File: src/rtl/ac_sweep_pkg.sv
// Shared types and constants for the AC sweep sequencer.
// Optional feature macro used by the top level: PEAK_TRACK_EN.
package ac_sweep_pkg;

  // Width of point indices and of the point-count configuration.
  localparam int IDX_W = 16;

  typedef enum logic [2:0] {
    IDLE,
    PROGRAM,
    SETTLE,
    MEASURE,
    EVAL,
    DONE
  } sweep_state_e;

  // True in every state that belongs to an active sweep point.
  function automatic logic in_sweep(sweep_state_e s);
    return (s == PROGRAM) || (s == SETTLE) || (s == MEASURE) || (s == EVAL);
  endfunction

endpackage

File: src/rtl/sweep_avg_acc.sv
// Sample averager: counts and sums 2**AVG_LOG2 detector magnitudes.
// 'full' flags that the sample being added this cycle completes the set,
// so the caller can leave the measure phase on that same edge; 'avg' is
// the registered sum shifted down, valid the cycle after the final add.
module sweep_avg_acc #(
  parameter int MW       = 24,
  parameter int AVG_LOG2 = 2
) (
  input  logic          clk,
  input  logic          rst_n,
  input  logic          clear,
  input  logic          add,
  input  logic [MW-1:0] sample,
  output logic          full,
  output logic [MW-1:0] avg
);

  // Sum of 2**AVG_LOG2 values of MW bits never exceeds MW+AVG_LOG2 bits.
  localparam int AW = MW + AVG_LOG2;
  localparam int CW = AVG_LOG2 + 1;
  localparam logic [CW-1:0] LAST = CW'((1 << AVG_LOG2) - 1);

  logic [AW-1:0] sum;
  logic [CW-1:0] cnt;

  assign full = add && (cnt == LAST);
  assign avg  = MW'(sum >> AVG_LOG2);

  // Running sum and sample count; clear has priority over add.
  // NOTE: sequential state uses non-blocking assignments so every register
  // samples pre-edge values regardless of block evaluation order.
  always_ff @(posedge clk or negedge rst_n) begin
    if (!rst_n) begin
      sum <= '0;
      cnt <= '0;
    end else if (clear) begin
      sum <= '0;
      cnt <= '0;
    end else if (add) begin
      sum <= sum + {{AVG_LOG2{1'b0}}, sample};
      cnt <= cnt + 1'b1;
    end
  end

endmodule

File: src/rtl/ac_sweep_sequencer.sv
// Linear AC frequency sweep sequencer: programs the source point by point,
// waits a settle interval, averages detector magnitudes and streams one
// result per point. Define PEAK_TRACK_EN to track the peak-magnitude point;
// without it the peak outputs are tied to zero.
module ac_sweep_sequencer
  import ac_sweep_pkg::*;
#(
  parameter int FW       = 32,
  parameter int MW       = 24,
  parameter int SETTLE_W = 16,
  parameter int AVG_LOG2 = 2
) (
  input  logic                clk,
  input  logic                rst_n,
  input  logic                start,
  input  logic                abort,
  input  logic [FW-1:0]       f_start,
  input  logic [FW-1:0]       f_step,
  input  logic [IDX_W-1:0]    n_points,
  input  logic [SETTLE_W-1:0] settle_cyc,
  output logic [FW-1:0]       src_freq,
  output logic                src_req,
  input  logic                src_ack,
  output logic                meas_req,
  input  logic                meas_valid,
  input  logic [MW-1:0]       meas_mag,
  output logic                pt_valid,
  output logic [IDX_W-1:0]    pt_idx,
  output logic [FW-1:0]       pt_freq,
  output logic [MW-1:0]       pt_mag,
  output logic                busy,
  output logic                done,
  output logic [FW-1:0]       peak_freq,
  output logic [MW-1:0]       peak_mag,
  output logic [IDX_W-1:0]    peak_idx
);

  sweep_state_e state, next_state;

  logic [FW-1:0]       cur_freq;
  logic [FW-1:0]       step_freq;
  logic [IDX_W-1:0]    idx;
  logic [IDX_W-1:0]    last_idx;
  logic [SETTLE_W-1:0] settle_cnt;
  logic [SETTLE_W:0]   settle_next;
  logic                settle_done;

  logic load;
  logic advance;
  logic eval_ok;
  logic acc_clear;
  logic acc_add;
  logic acc_full;
  logic [MW-1:0] avg_mag;

  // Settle ends once settle_cyc cycles have elapsed; the extra bit keeps a
  // settle_cyc changed to zero mid-wait from looping through the counter.
  assign settle_next = {1'b0, settle_cnt} + 1'b1;
  assign settle_done = settle_next >= {1'b0, settle_cyc};

  // The accumulator only sees samples in MEASURE, and starts each point empty.
  assign acc_add   = (state == MEASURE) && meas_valid && !abort;
  assign acc_clear = (state != MEASURE) || abort;

  sweep_avg_acc #(
    .MW       (MW),
    .AVG_LOG2 (AVG_LOG2)
  ) u_avg (
    .clk    (clk),
    .rst_n  (rst_n),
    .clear  (acc_clear),
    .add    (acc_add),
    .sample (meas_mag),
    .full   (acc_full),
    .avg    (avg_mag)
  );

  // State register.
  always_ff @(posedge clk or negedge rst_n) begin
    if (!rst_n) state <= IDLE;
    else        state <= next_state;
  end

  // Next-state decode and handshake strobes; abort overrides every transition.
  // NOTE: every signal written here gets a default first, otherwise paths
  // that skip an assignment would infer latches.
  always_comb begin
    next_state = state;
    src_req    = 1'b0;
    meas_req   = 1'b0;
    eval_ok    = 1'b0;
    done       = 1'b0;
    load       = 1'b0;
    unique case (state)
      IDLE: begin
        if (start) begin
          load       = 1'b1;
          next_state = (n_points == '0) ? DONE : PROGRAM;
        end
      end
      PROGRAM: begin
        src_req = 1'b1;
        if (abort)        next_state = IDLE;
        else if (src_ack) next_state = (settle_cyc == '0) ? MEASURE : SETTLE;
      end
      SETTLE: begin
        if (abort)            next_state = IDLE;
        else if (settle_done) next_state = MEASURE;
      end
      MEASURE: begin
        meas_req = 1'b1;
        if (abort)         next_state = IDLE;
        else if (acc_full) next_state = EVAL;
      end
      EVAL: begin
        if (abort) begin
          next_state = IDLE;
        end else begin
          eval_ok    = 1'b1;
          next_state = (idx == last_idx) ? DONE : PROGRAM;
        end
      end
      DONE: begin
        done       = !abort;
        next_state = IDLE;
      end
      default: next_state = IDLE;
    endcase
  end

  assign advance = eval_ok && (idx != last_idx);

  // Sweep configuration capture and per-point frequency/index stepping;
  // the frequency word wraps modulo 2**FW by construction.
  always_ff @(posedge clk or negedge rst_n) begin
    if (!rst_n) begin
      cur_freq  <= '0;
      step_freq <= '0;
      idx       <= '0;
      last_idx  <= '0;
    end else if (load) begin
      cur_freq  <= f_start;
      step_freq <= f_step;
      idx       <= '0;
      last_idx  <= n_points - 1'b1;
    end else if (advance) begin
      cur_freq <= cur_freq + step_freq;
      idx      <= idx + 1'b1;
    end
  end

  // Settle counter runs only while settling and restarts for every point.
  always_ff @(posedge clk or negedge rst_n) begin
    if (!rst_n)                 settle_cnt <= '0;
    else if (state == SETTLE)   settle_cnt <= settle_cnt + 1'b1;
    else                        settle_cnt <= '0;
  end

  assign busy     = in_sweep(state);
  assign src_freq = src_req ? cur_freq : '0;
  assign pt_valid = eval_ok;
  assign pt_idx   = eval_ok ? idx      : '0;
  assign pt_freq  = eval_ok ? cur_freq : '0;
  assign pt_mag   = eval_ok ? avg_mag  : '0;

`ifdef PEAK_TRACK_EN
  logic [FW-1:0]    pk_freq;
  logic [MW-1:0]    pk_mag;
  logic [IDX_W-1:0] pk_idx;

  // Peak tracker: cleared on an accepted start, strict compare keeps the
  // first of equal maxima; an aborted sweep leaves the last values in place.
  always_ff @(posedge clk or negedge rst_n) begin
    if (!rst_n) begin
      pk_freq <= '0;
      pk_mag  <= '0;
      pk_idx  <= '0;
    end else if (load) begin
      pk_freq <= '0;
      pk_mag  <= '0;
      pk_idx  <= '0;
    end else if (eval_ok && (avg_mag > pk_mag)) begin
      pk_freq <= cur_freq;
      pk_mag  <= avg_mag;
      pk_idx  <= idx;
    end
  end

  assign peak_freq = pk_freq;
  assign peak_mag  = pk_mag;
  assign peak_idx  = pk_idx;
`else
  assign peak_freq = '0;
  assign peak_mag  = '0;
  assign peak_idx  = '0;
`endif

endmodule

File: config.mk
export PLATFORM = sky130hd
export DESIGN_NAME = ac_sweep_sequencer
export DESIGN_NICKNAME = d
export VERILOG_FILES = /design/src/rtl/ac_sweep_pkg.sv /design/src/rtl/sweep_avg_acc.sv /design/src/rtl/ac_sweep_sequencer.sv
export SDC_FILE = /design/constraint.sdc
export NUM_CORES = 1
export LEC_CHECK = 0
export ABC_AREA = 1
export CAP_MARGIN = 20
export CORE_MARGIN = 3
export CORE_UTILIZATION = 35
export CTS_BUF_LIST = sky130_fd_sc_hd__clkbuf_4 sky130_fd_sc_hd__clkbuf_8
export DETAILED_ROUTE_END_ITERATION = 10
export PLACE_DENSITY = 0.63
export SETUP_SLACK_MARGIN = 0.4
export SYNTH_ARGS = -nofsm -noshare
export SYNTH_HDL_FRONTEND = slang
export SYNTH_HIERARCHICAL = 1
export SYNTH_SLANG_ARGS = --single-unit
File: constraint.sdc
create_clock -name clk -period 2.6 [get_ports clk]
set_input_delay 0.39 -clock clk [delete_from_list [all_inputs] [get_ports clk]]
set_output_delay 0.39 -clock clk [all_outputs]
set_load 0.02 [all_outputs]
==> summary by stage <==
STA
Timing would allow up to between 300 and 400 MHz. The final setup violation count is 0. Adding up every negative setup slack in the final design gives 0 ps. Setup repair after global routing could not meet its margin everywhere. The final-report hold violation count is 0.

The worst-case hold slack is ~430 ps. Between clock sinks in the finished design, the worst skew comes to approximately 19 ps. At the pin with the least slew margin, the transition time is around 530 ps. The count of pins over their slew limit came to 0. The post-route minimum period is around 2600 ps. In this run the tightest slew margin relative to its limit is roughly 65%. After layout, the worst path uses between 90% and 100% of the clock period.

Placed design
The final weighted congestion in routability-driven placement is between 0.9 and 1. The placed wire-length estimate is 30160 um. Input and output buffers added on the ports amount to 234.

Synth
The fraction of post-synthesis cell area in the top cell type by area is around 29%. Of all cell types, the one taking the most synthesized area is sky130_fd_sc_hd__dfrtp_1. The synthesized-area fraction occupied by ao, oa, aoi and oai cells is under 10%. The cell area that synthesis handed to floorplanning was about 13000 um^2. The primary flip-flop cell chosen by synthesis mapping is sky130_fd_sc_hd__dfrtp_1. The simple-gate area share of the yosys netlist is 35.16%. A synthesized cell averages between 6 and 7 um^2. By count the netlist is led by sky130_fd_sc_hd__nand2_1 (575), sky130_fd_sc_hd__inv_1 (269), sky130_fd_sc_hd__nor2_1 (250). The fraction of the mapped netlist area in adder cells is under 10%. The most repeated cell in the gate-level netlist after synthesis is sky130_fd_sc_hd__nand2_1. The number of enable flip-flop cells after synthesis is 0.

The async set-reset flop share out of synthesis is 100.0%. The XOR/XNOR share of the synthesized area is a little under 4%. The post-synthesis instance total is between 1500 and 2000. The register bit total from synthesis is between 100 and 150. The sequential share of the synthesized area is between 20% and 30%. The multiplexer share of the synthesized area is 0%. For this run, the number of Yosys warnings is 6. By area, the combinational part of the netlist is dominated by simple AND/OR/NAND/NOR gates.

By area the synthesized netlist is led by sky130_fd_sc_hd__dfrtp_1 (29%), sky130_fd_sc_hd__nand2_1 (17%), sky130_fd_sc_hd__inv_1 (8.0%). The number of different library cells used by synthesis comes to 60.

Die
The number of top-level pins is roughly 300. The initial cell density of the core is ~36%. The row count is between 60 and 70. The die footprint is around 38000 um^2. The die outline width is a little under 200 um. In this run the standard cell core region covers ~35000 um^2. From bottom edge to top edge, the die measures between 150 and 200 um.

Setup path
In this run the critical register-to-register path is captured at state[0]. The largest fanout of any net on the critical path is 3. The startpoint identified for the worst register-to-register timing path is settle_cnt[0]. STA classifies the critical path startpoint as a register.

The last element of the critical path is state[0]. The slack of the worst reg-to-reg path is about 16 ps. The critical path starts at settle_cnt[0]. The data required time of the critical path is approximately 3000 ps. The path depth of the worst reg2reg path is 23. The critical path arrival is approximately 3000 ps. The worst setup path is captured at a register. The worst setup path is of the register to register kind.

Routing
The total wire length is ~38000 um. The final route contains 12389 vias. After detailed routing, the average wire length per cell comes to 14.65 um. Once detail routing completed, the nets flagged for antenna violations numbered 0. For this run, design rule violations remaining after detail routing come to 0.

For this block, the initial DRC count from the detailed router was approximately 710. The number of optimization iterations in the first detailed-route pass is 5. The number of vias per cell after detailed routing is approximately 4.7.

Pwr
The net switching share of the total power is 48.92%. Combinational cells account for 59.0% of the total power. Sequential cells account for 25.5% of the total power.

In this run the power density over the cells is between 800 and 900 nW/um^2. The relative contribution of the clock network to total power is between 10% and 20%. The analysis attributes to net switching a power of 6551 uW. For this design the static power due to leakage is between 0.008 and 0.009 uW. VDD sags by at most approximately 0.46 mV. The internal portion of the total power is a little under 7000 uW. The power after layout is 13390 uW.

Clocking
The number of H-tree levels is 4. No sink is reached through more buffers than the 2 on the longest clock path. The clock sink count is approximately 140. The clock root buffer master is sky130_fd_sc_hd__clkbuf_8. In this run, CTS created clock tree buffers numbering 17. TritonCTS built the clock tree. Clock-pin slew was measured on the worst setup and hold paths at ~90 ps. The clock latency of the later-clocked register in the worst-skew pair is around 500 ps.

Worst hold path
Counting instances, the worst hold path has a depth of 3. The min-delay analysis places its worst path in the category input pin to register.

Cells and area
In the final design database the tool counted roughly 2300 nets. The relative area change from synthesis to final layout is 26.68%. The post-route core utilization is a little under half.

The number of antenna diodes is 0. The share of cells above drive strength 1 is a little over an eighth.

GRT
The total overflow reported by the global router is 0. The wire length of the first global-routing pass is around 62000 um. The via count of the first global-routing pass is around 12000. Global routing used 19.89% of the available tracks.

The initial antenna violation count is 2. Entering global routing, the biggest net connects 54 pins.

Outcome
The run finished with clean final reports.

Run
The count of maximum capacitance violations is 0.
-- worst min path at each step --
| stage | from | endpoint | slack, ps |
|---|---|---|---|
| global placement | rst_n | step_freq[0] | 400 |
| global route | f_step[19] | step_freq[19] | 400 |
| detailed placement | rst_n | cur_freq[0] | 400 |
| CTS | f_step[5] | step_freq[5] | 390 |
| floorplan | rst_n | cur_freq[0] | 90 |
| finish | f_step[24] | step_freq[24] | 430 |
-- cells in the final DEF, fill, tap and decap left out, types with 4 or more instances in the layout --
cell type and instances:
sky130_fd_sc_hd__clkbuf_8 18, sky130_fd_sc_hd__clkbuf_2 15, sky130_fd_sc_hd__nand3_1 86, sky130_fd_sc_hd__o21ai_1 16, sky130_fd_sc_hd__and2_1 4, sky130_fd_sc_hd__ha_1 70, sky130_fd_sc_hd__buf_4 32, sky130_fd_sc_hd__nand2_4 7
sky130_fd_sc_hd__o31ai_1 6, sky130_fd_sc_hd__inv_2 10, sky130_fd_sc_hd__o21a_1 4, sky130_fd_sc_hd__nand4_1 28, sky130_fd_sc_hd__nor3_1 19, sky130_fd_sc_hd__xnor2_1 25, sky130_fd_sc_hd__ha_4 4, sky130_fd_sc_hd__clkdlybuf4s15_2 87
sky130_fd_sc_hd__nor2_2 16, sky130_fd_sc_hd__clkdlybuf4s50_1 125, sky130_fd_sc_hd__nor4_1 5, sky130_fd_sc_hd__o22ai_1 11, sky130_fd_sc_hd__a21oi_1 66, sky130_fd_sc_hd__nor2_1 244, sky130_fd_sc_hd__nand3_2 9, sky130_fd_sc_hd__nand2_2 23
sky130_fd_sc_hd__xor2_1 30, sky130_fd_sc_hd__conb_1 72, sky130_fd_sc_hd__nor2_4 7, sky130_fd_sc_hd__dfrtp_1 143, sky130_fd_sc_hd__bufinv_16 4, sky130_fd_sc_hd__o21ai_0 51, sky130_fd_sc_hd__nand2_1 558, sky130_fd_sc_hd__a21oi_2 11
sky130_fd_sc_hd__nor3_2 4, sky130_fd_sc_hd__buf_12 5, sky130_fd_sc_hd__nand3b_1 6, sky130_fd_sc_hd__inv_1 263
-- metal layers --
metal | vias to the layer above | share of wire [%] | wire length [um] | GRT usage, %
met5 | - | 0.081 | 31 | 0
met4 | 4 | 1.7 | 656 | 5.123
met1 | 5712 | 44 | 16630 | 25.46
met2 | 349 | 49 | 18700 | 34.21
li1 | 6280 | - | - | -
met3 | 44 | 5.8 | 2213 | 4.158
-- worst max-delay path, stage by stage, from the launching register on --
cell and delay [ps]:
sky130_fd_sc_hd__dfrtp_1 370, sky130_fd_sc_hd__ha_2 190, sky130_fd_sc_hd__nand2_2 50, sky130_fd_sc_hd__inv_2 70
sky130_fd_sc_hd__nand3_4 70, sky130_fd_sc_hd__nor2_4 150, sky130_fd_sc_hd__nand4_4 110, sky130_fd_sc_hd__nor2_4 120
sky130_fd_sc_hd__inv_2 40, sky130_fd_sc_hd__nand2_1 50, sky130_fd_sc_hd__inv_1 30, sky130_fd_sc_hd__or2_1 230
sky130_fd_sc_hd__inv_2 70, sky130_fd_sc_hd__ha_4 190, sky130_fd_sc_hd__nand2_2 70, sky130_fd_sc_hd__nor2_1 40
sky130_fd_sc_hd__a211oi_1 170, sky130_fd_sc_hd__nand2_1 80, sky130_fd_sc_hd__nand2_1 60, sky130_fd_sc_hd__nand2_1 60
sky130_fd_sc_hd__nand2_2 70, sky130_fd_sc_hd__nand2_2 60, sky130_fd_sc_hd__nand3_1 80, sky130_fd_sc_hd__nand2_1 50
-- through the flow --
step	instance area, um^2	setup WS, ps	cells
3_5_place_dp	15080	-33.51	2572
3_3_place_gp	15080	13.62	2572
6_report	15900	16.43	2609
5_1_grt	15900	-180.8	2609
2_1_floorplan	12820	115.7	1989
4_1_cts	15700	-44.85	2606
-- flip-flops by register name, summed over array words and instances, names as in the netlist --
register and count:
u_avg/cnt 3, state 3, step_freq 32, idx 16, cur_freq 32, settle_cnt 16
last_idx 16, u_avg/sum 26
-- what timing repair did --
| item | CTS | global route |
|---|---|---|
| gates resized for setup | 308 | 93 |
| buffers inserted | 1 | 3 |
| setup endpoints to repair | 124 | 140 |
| pin swaps | 8 | 25 |
| hold endpoints to repair | 49 | 0 |
| hold buffers | 1 | 0 |
-- cell type report --
| cell class | count | area, um^2 |
|---|---|---|
| Clock buffer | 19 | 255.2 |
| Tap cell | 455 | 569.3 |
| Inverter | 275 | 1040 |
| Multi-Input combinational cell | 1433 | 7543 |
| Clock inverter | 13 | 185.2 |
| Sequential cell | 144 | 3605 |
| Timing Repair Buffer | 270 | 2705 |
| Fill cell | 3660 | 19070 |
-- power by group through the flow --
stage               Combinational [uW]  Sequential, uW  Clock [uW]
floorplan                         5430            3280           0
global route                      8880            3510        2250
CTS                               7620            3420        2140
detailed placement                7560            3440           0
finish                            7910            3420        2060
global placement                  7520            3430           0
-- kinds of logic after synthesis --
kind of cell / after synthesis
AND/OR/NAND/NOR: 1038
buffers and inverters: 412
adder cells (fa/ha/maj): 78
flip-flops: 144
AO/OA/AOI/OAI: 188
XOR/XNOR: 57
other: 1
No activity file was read; power rests on OpenSTA's default activity.
